### src/rtl/moore_seq_detector.sv
// -----------------------------------------------------------------------------
// moore_seq_detector
//
// Moore-style serial pattern detector. The state index is the number of
// leading PATTERN bits currently matched. State PAT_LEN is the detect state.
// PATTERN[PAT_LEN-1] is the first bit expected on the wire.
//
// On every edge that enters detect, a saturating match counter increments.
// The overlap input selects how detect is left:
//   - overlap=1: the full pattern is kept as history, so matches may overlap.
//   - overlap=0: detection restarts from S0.
// cnt_clr clears the counter on any edge and wins over a same-edge increment.
// reset is synchronous and active-low.
//
// Optional feature: define MOORE_SEQ_HIST_EN to add the 'hist' output. It holds
// the last PAT_LEN sampled bits, newest in bit 0.
// -----------------------------------------------------------------------------
module moore_seq_detector #(
    parameter int                 PAT_LEN = 4,
    parameter logic [PAT_LEN-1:0] PATTERN = 4'b1011,
    parameter int                 CNT_W   = 8,
    localparam int                ST_W    = $clog2(PAT_LEN + 1)
) (
    input  logic             clk,
    input  logic             reset,
    input  logic             en,
    input  logic             a_in,
    input  logic             overlap,
    input  logic             cnt_clr,
    output logic [1:0]       b_out,
    output logic [ST_W-1:0]  st,
    output logic [CNT_W-1:0] match_cnt
`ifdef MOORE_SEQ_HIST_EN
    ,
    output logic [PAT_LEN-1:0] hist
`endif
);

    localparam logic [ST_W-1:0]  DET_ST  = ST_W'(PAT_LEN);
    localparam logic [ST_W-1:0]  IDLE_ST = {ST_W{1'b0}};
    localparam logic [CNT_W-1:0] CNT_MAX = {CNT_W{1'b1}};
    localparam logic [CNT_W-1:0] CNT_ONE = CNT_W'(1);

    // Longest pattern prefix that is a suffix of (first k pattern bits, x).
    // This is only evaluated on constants, to build the transition table.
    function automatic int calc_next(input int k, input int xb);
        int pat_v;
        int str_v;
        int res;
        pat_v = int'(PATTERN);
        str_v = ((pat_v >> (PAT_LEN - k)) << 32'sd1) | xb;
        res   = 32'sd0;
        for (int len = 1; len <= PAT_LEN; len++) begin
            if ((len <= k + 32'sd1) &&
                ((str_v & ((32'sd1 << len) - 32'sd1)) == (pat_v >> (PAT_LEN - len)))) begin
                res = len;
            end else begin
                res = res;
            end
        end
        return res;
    endfunction

    logic [ST_W-1:0]    state_r;
    logic [ST_W-1:0]    nxt_state_s;
    logic [CNT_W-1:0]   cnt_r;
    logic [CNT_W-1:0]   nxt_cnt_s;
    logic [1:0]         b_out_r;
    logic [1:0]         b_out_s;
    logic               enter_det_s;
    logic [ST_W-1:0]    nxt_tbl_s [0:PAT_LEN][0:1];

    // Constant transition table: one entry per (state, input bit).
    for (genvar k = 0; k <= PAT_LEN; k++) begin : g_tbl_k
        for (genvar x = 0; x < 2; x++) begin : g_tbl_x
            assign nxt_tbl_s[k][x] = ST_W'(calc_next(k, x));
        end
    end

    // State register: synchronous active-low reset, otherwise load the next state.
    always_ff @(posedge clk) begin
        if (!reset) begin
            state_r <= IDLE_ST;
        end else begin
            state_r <= nxt_state_s;
        end
    end

    // Next-state logic. Without overlap, detect behaves like S0 for the next bit.
    always_comb begin
        nxt_state_s = state_r;
        if (en) begin
            if ((state_r == DET_ST) && !overlap) begin
                nxt_state_s = nxt_tbl_s[0][a_in];
            end else begin
                nxt_state_s = nxt_tbl_s[state_r][a_in];
            end
        end else begin
            nxt_state_s = state_r;
        end
    end

    // Next count. Every entry into detect increments, including detect-to-detect.
    // The count saturates, and a clear on the same edge wins.
    always_comb begin
        nxt_cnt_s   = cnt_r;
        enter_det_s = en && (nxt_state_s == DET_ST);
        if (cnt_clr) begin
            nxt_cnt_s = {CNT_W{1'b0}};
        end else if (enter_det_s && (cnt_r != CNT_MAX)) begin
            nxt_cnt_s = cnt_r + CNT_ONE;
        end else begin
            nxt_cnt_s = cnt_r;
        end
    end

    // Match counter register.
    always_ff @(posedge clk) begin
        if (!reset) begin
            cnt_r <= {CNT_W{1'b0}};
        end else begin
            cnt_r <= nxt_cnt_s;
        end
    end

    // Output decode from the upcoming state and count.
    // This keeps the registered b_out aligned with st and match_cnt.
    always_comb begin
        b_out_s = 2'b00;
        case (nxt_state_s)
            IDLE_ST: b_out_s = 2'b00;
            DET_ST:  b_out_s = (nxt_cnt_s == CNT_MAX) ? 2'b11 : 2'b10;
            default: b_out_s = 2'b01;
        endcase
    end

    // Status code register.
    always_ff @(posedge clk) begin
        if (!reset) begin
            b_out_r <= 2'b00;
        end else begin
            b_out_r <= b_out_s;
        end
    end

`ifdef MOORE_SEQ_HIST_EN
    logic [PAT_LEN-1:0] hist_r;

    // History shift register of sampled bits, newest in bit 0.
    always_ff @(posedge clk) begin
        if (!reset) begin
            hist_r <= {PAT_LEN{1'b0}};
        end else if (en) begin
            hist_r <= {hist_r[PAT_LEN-2:0], a_in};
        end else begin
            hist_r <= hist_r;
        end
    end

    assign hist = hist_r;
`endif

    assign st        = state_r;
    assign match_cnt = cnt_r;
    assign b_out     = b_out_r;

endmodule

### config.mk
export PLATFORM = sky130hd
export DESIGN_NAME = moore_seq_detector
export DESIGN_NICKNAME = d
export VERILOG_FILES = /design/src/rtl/moore_seq_detector.sv
export SDC_FILE = /design/constraint.sdc
export NUM_CORES = 1
export LEC_CHECK = 0
export CAP_MARGIN = 20
export CORE_UTILIZATION = 54
export CTS_CLUSTER_SIZE = 20
export DETAILED_ROUTE_END_ITERATION = 10
export DONT_BUFFER_PORTS = 1
export HOLD_SLACK_MARGIN = 0.15
export PLACE_DENSITY_LB_ADDON = 0.1
export SYNTH_ARGS = -nofsm -noshare
export SYNTH_HDL_FRONTEND = slang
export SYNTH_SLANG_ARGS = --single-unit
### constraint.sdc
create_clock -name clk -period 2 [get_ports clk]
set_input_delay 0.4 -clock clk [delete_from_list [all_inputs] [get_ports clk]]
set_output_delay 0.4 -clock clk [all_outputs]
set_load 0.02 [all_outputs]
Word level (Yosys, flattened, before mapping)
Memories as Yosys holds them, arrays and structs flattened.
Index checks and enable logic that the tools add are counted.
- mux-type cells: 14
- bitwise gates (word level): 2
- add/sub/neg operators: 1
- reduce and logical (&&, ||, !) cells: 5
- $lt $le $gt $ge: 2
- eq/ne operators: 4
- operator list (cell ; number):
    two-way mux 3 bit ; 7
    two-way mux 8 bit ; 2
    two-way mux 6 bit ; 2
    adder 8 x 1 -> 8 bit, second input constant ; 1
    equality test 8 bit, second input constant ; 1
    != test 8 bit, second input constant ; 1
    equality test 3 bit, second input constant ; 2
    greater-or-equal comparator 4 bit, second input constant ; 1
    NOT 3 -> 4 bit ; 1
    case mux 2 bit (2 select lines) ; 1
    logical AND 1 bit ; 3
    logical NOT 3 bit ; 1
    greater-or-equal comparator 2 bit, second input constant ; 1
    two-way mux 1 bit ; 2
    NOT 1 -> 2 bit ; 1
    logical NOT 1 bit ; 1
- bits in registers: 13
- memories kept: 1
- memory bits (read-only): 48
- output and inout port bits: 13
- memory list (name ; words ; width ; rd ports ; clocked after Yosys merged registers in ; write ports ; RTL line ; source):
    (name not given) ; 8 ; 6 ; 1 ; 0 ; 0 ; 96 ; nxt_state_s = nxt_tbl_s[state_r][a_in];

Longest topological paths before layout
- word-level depth: 17
- gate-level depth with buffers: 6

Least setup slack after synthesis
No wires, ideal clock.
- path type: register to register
- from: register cnt_r[0] (netlist: match_cnt[0])
- to: register b_out_r[0] (netlist: b_out[0])
- clock period less this slack: 1.802 ns
- path slack: 0.198 ns
- arrival: 1.715 ns
- library setup time: 0.087 ns
- stages on the path, launching flop included: 6
- path through: dfxtp_1 -> ha_1 -> and2_0 -> a31oi_1 -> or3b_2 -> o31ai_1
- word-level cells in the longest chain between the ends: 7
- ends and longest elaborated chain (item ; RTL line ; source):
    start, declared ; 66 ; logic [CNT_W-1:0] cnt_r;
    start signal, assigned ; 120 ; cnt_r <= {CNT_W{1'b0}};
    start signal, assigned ; 122 ; cnt_r <= nxt_cnt_s;
    branches (longest 2 deep; another with adder 8 x 1 -> 8 bit) ; - ;
    two-way mux 8 bit (*) ; 110 ; end else if (enter_det_s && (cnt_r != CNT_MAX)) begin
    two-way mux 8 bit (*) ; 108 ; if (cnt_clr) begin
    equality test 8 bit (*) ; 132 ; DET_ST: b_out_s = (nxt_cnt_s == CNT_MAX) ? 2'b11 : 2'b10;
    two-way mux 1 bit (*) ; 132 ;
    case mux 2 bit (2 select lines) (*) ; 130 ; case (nxt_state_s)
    end signal, assigned ; 142 ; b_out_r <= b_out_s;
    end, declared ; 68 ; logic [1:0] b_out_r;
Mark *: on every way between the ends.
A chain may end at the register's enable or synchronous reset.

Final worst setup path
Ends and elaborated chain as after synthesis.

==> results.yml <==
status:
  status: "complete, no violations"
routing:
  ant_nets: 0
  drt_wl_total_um: 1700
  drt_iter0_markers: 15
  drc_errors: 0
  wl_per_cell_um: 14.9
  num_vias: 681
  viasPerCell: 5.97
  drtPass1Iterations: 4
clocking:
  cts_max_level: 1
  clockRootBuffer: "clkbuf_4"
  cts_repair_resize_count: 0
  cts_tree: "done"
  cts-hold-fix-buffers: 0
  cts_buffers: 3
  cts_max_path_buffers: 2
  clk_latency_ps: 280
  clock_sinks: 13
  clk_pin_slew_worst_paths_ps: 80
  postCtsSetupRepairBufs: 0
min_path:
  min_path_type: "input port to register"
  min_to: "b_out[0]"
  hold_path.startpoint: "reset"
  min_path_cells: 2
floorplan:
  dieArea_mm2: 0.00149
  core_mm2: 0.00117
  start_util_pct: 61.9
  boundaryPins: 19
  die_w_um: 38.6
  die_h_um: 38.6
  fp-row-count: 12
cells_and_area:
  antenna_cells: 0
  fin_area_um2: 847
  drive_gt1_share_pct: 20.0
  final_core_util_pct: 72.3
  syn_to_final_growth_pct: 16.9
  fill_cells: 109
  final_nets: 108
  stdcell_count: 114
timing:
  fin_crit_ps: 1750
  fmax_ghz: 0.573
  fin_skew_ps: 2.01
  final_max_slew_viol_count: 0
  hold_slack_ps: 230
  setup_ws_ps: 253
  tightest_slew_ps: 411
  rsz0062_at_grt: "no"
  fin_crit_sh_pct: 87.3
  hold_viol_final: 0
  fin_tns_setup_ps: 0
  setup_viol_count_final: 0
  slew_headroom_pct: 72.5
critical_path:
  crit_chain: "buf_4 > nand2_1 > nor4_4 > mux2i_1 > or3_1 > o31ai_1"
  crit_slowest_cell: "or3_1"
  crit_path_start_kind: "register"
  crit_buf_inv: 1
  reg2reg_from: "match_cnt[0]"
  cp.required_ps: 2200
  crit_type: "register to register"
  cp.arrival_ps: 1950
  ff2ff_path_depth: 6
  end_kind: "register"
  worstSetupStartpoint: "match_cnt[0]"
  cp_max_fo: 4
  r2r-end: "b_out[0]"
  critPathTopFamily: "simple AND/OR/NAND/NOR gates"
  slowest_delay_ps: 380
  rrSetupSlack_ps: 250
power_and_ir_drop:
  ir_drop_mv: 0.418
  p_leak_nw: 0.325
  power_mw: 0.454
  power_density_mw_per_mm2: 536
yosys:
  synth_top_area_cell: "dfxtp_1"
  yosysWarnings: 0
  ys_seq_elements: 13
  yosysTopAreaCellShare_pct: 35.9
  yosysSeqAreaShare_pct: 35.9
  syn_area_per_cell_um2: 8.33
  synth_cell_types: 36
  synthCells: 87
  syn_area_um2: 724
  synthTopCellsByArea: "dfxtp_1, nand2_1, nor2_1"
  syn-num-nets: 94
global_route:
  antenna_found_initial: 0
  grt_overflow: 0
  grt_pass1_vias: 628
  grt_max_degree: 14
  grt_first_pass_wirelength_um: 2660
  grtUsageTotal_pct: 26.9
place:
  pre_cts_ws_ps: 266
  dpl-instance-area_um2: 821
  portBuffers: 0
  dp_hpwl_um: 1340
  dpl.cell_count: 110
  gp_congestion: 0.857
run:
  drv_cap: 0
==> worst register-to-register path, stage by stage (launching register included) <==
cell and delay [ps]:
dfxtp_1 350, buf_4 170, nand2_1 120, nor4_4 310, mux2i_1 110, or3_1 380
o31ai_1 230
==> synthesized netlist by cell type <==
library cell  number
and4b_2            1
or3b_2             1
dfxtp_1           13
nor2b_1            3
a21oi_1            3
ha_1               1
and4b_1            1
nor3b_1            2
o221ai_1           1
nand4_1            1
xor2_1             2
o21ai_0            5
nor4_4             1
and2_4             1
a21boi_0           1
and3_1             1
o31ai_1            1
nor3_1             2
o21a_1             1
o2bb2ai_1          1
a31oi_1            3
and2_0             1
a22oi_1            1
inv_1              2
nor2_1             7
o211ai_1           2
nand2_1            9
nand3_1            5
nand2b_4           1
clkbuf_1           3
and2_1             2
a211oi_1           1
a21o_1             1
or3_1              2
nand2b_1           2
mux2i_1            2
==> kinds of logic (layout without fill, tap and decap cells) <==
kind of cell	after synthesis	count (layout)	share of synthesized area [%]
buffers and inverters	5	18	2.59
adders and majority gates	1	1	1.73
AOI/OAI and AO/OA	21	21	18.8
muxes	2	2	2.76
and+or+nand+nor	43	43	35.8
DFF	13	13	35.9
xor gates and xnor gates	2	2	2.42
==> state kept, by name, summed over array words and instances, names as in the netlist <==
signal and count:
match_cnt 8, st 3, b_out 2
==> metal layers <==
metal / GRT usage, % / part of all wire [%] / up-vias
met1: 31.0 / 43 / 310
met5: 0 / 0 / -
li1: - / - / 343
met4: 12.9 / 1.8 / 0
met2: 45.4 / 51 / 23
met3: 6.94 / 4.7 / 5
==> layout make-up <==
cell class              count  area [um^2]  area share [%]
flip-flops and latches     13          260            30.7
repair buffers             12         90.1            10.6
clock buffers               4         26.3            3.10
multi-input cells          69          445            52.6
inverters                   2         7.51           0.886
well taps                  14         17.5            2.07
==> how the worst max path moves through the flow <==
stage                     to  cells after the start  slack, ps
floorplan           b_out[0]                      5        200
global placement    b_out[0]                      6        290
detailed placement  b_out[0]                      6        270
CTS                 b_out[0]                      6        230
global route        b_out[0]                      5        130
finish              b_out[0]                      6        250
==> where the power goes <==
group / internal [mW] / leakage [nW] / switching, mW
Clock: 0.0775 / 0.0150 / 0.0872
Sequential: 0.262 / 0.105 / 0.00410
Combinational: 0.0110 / 0.205 / 0.0128
==> layout by cell type (no fill, tap or decap), types with 3 or more instances in the layout <==
cell / instances
dfxtp_1: 13
nor2b_1: 3
nand2_1: 9
buf_4: 12
o21ai_0: 5
a21oi_1: 3
clkbuf_4: 3
a31oi_1: 3
nand3_1: 5
nor2_1: 7
No activity file was read; power rests on OpenSTA's default activity.
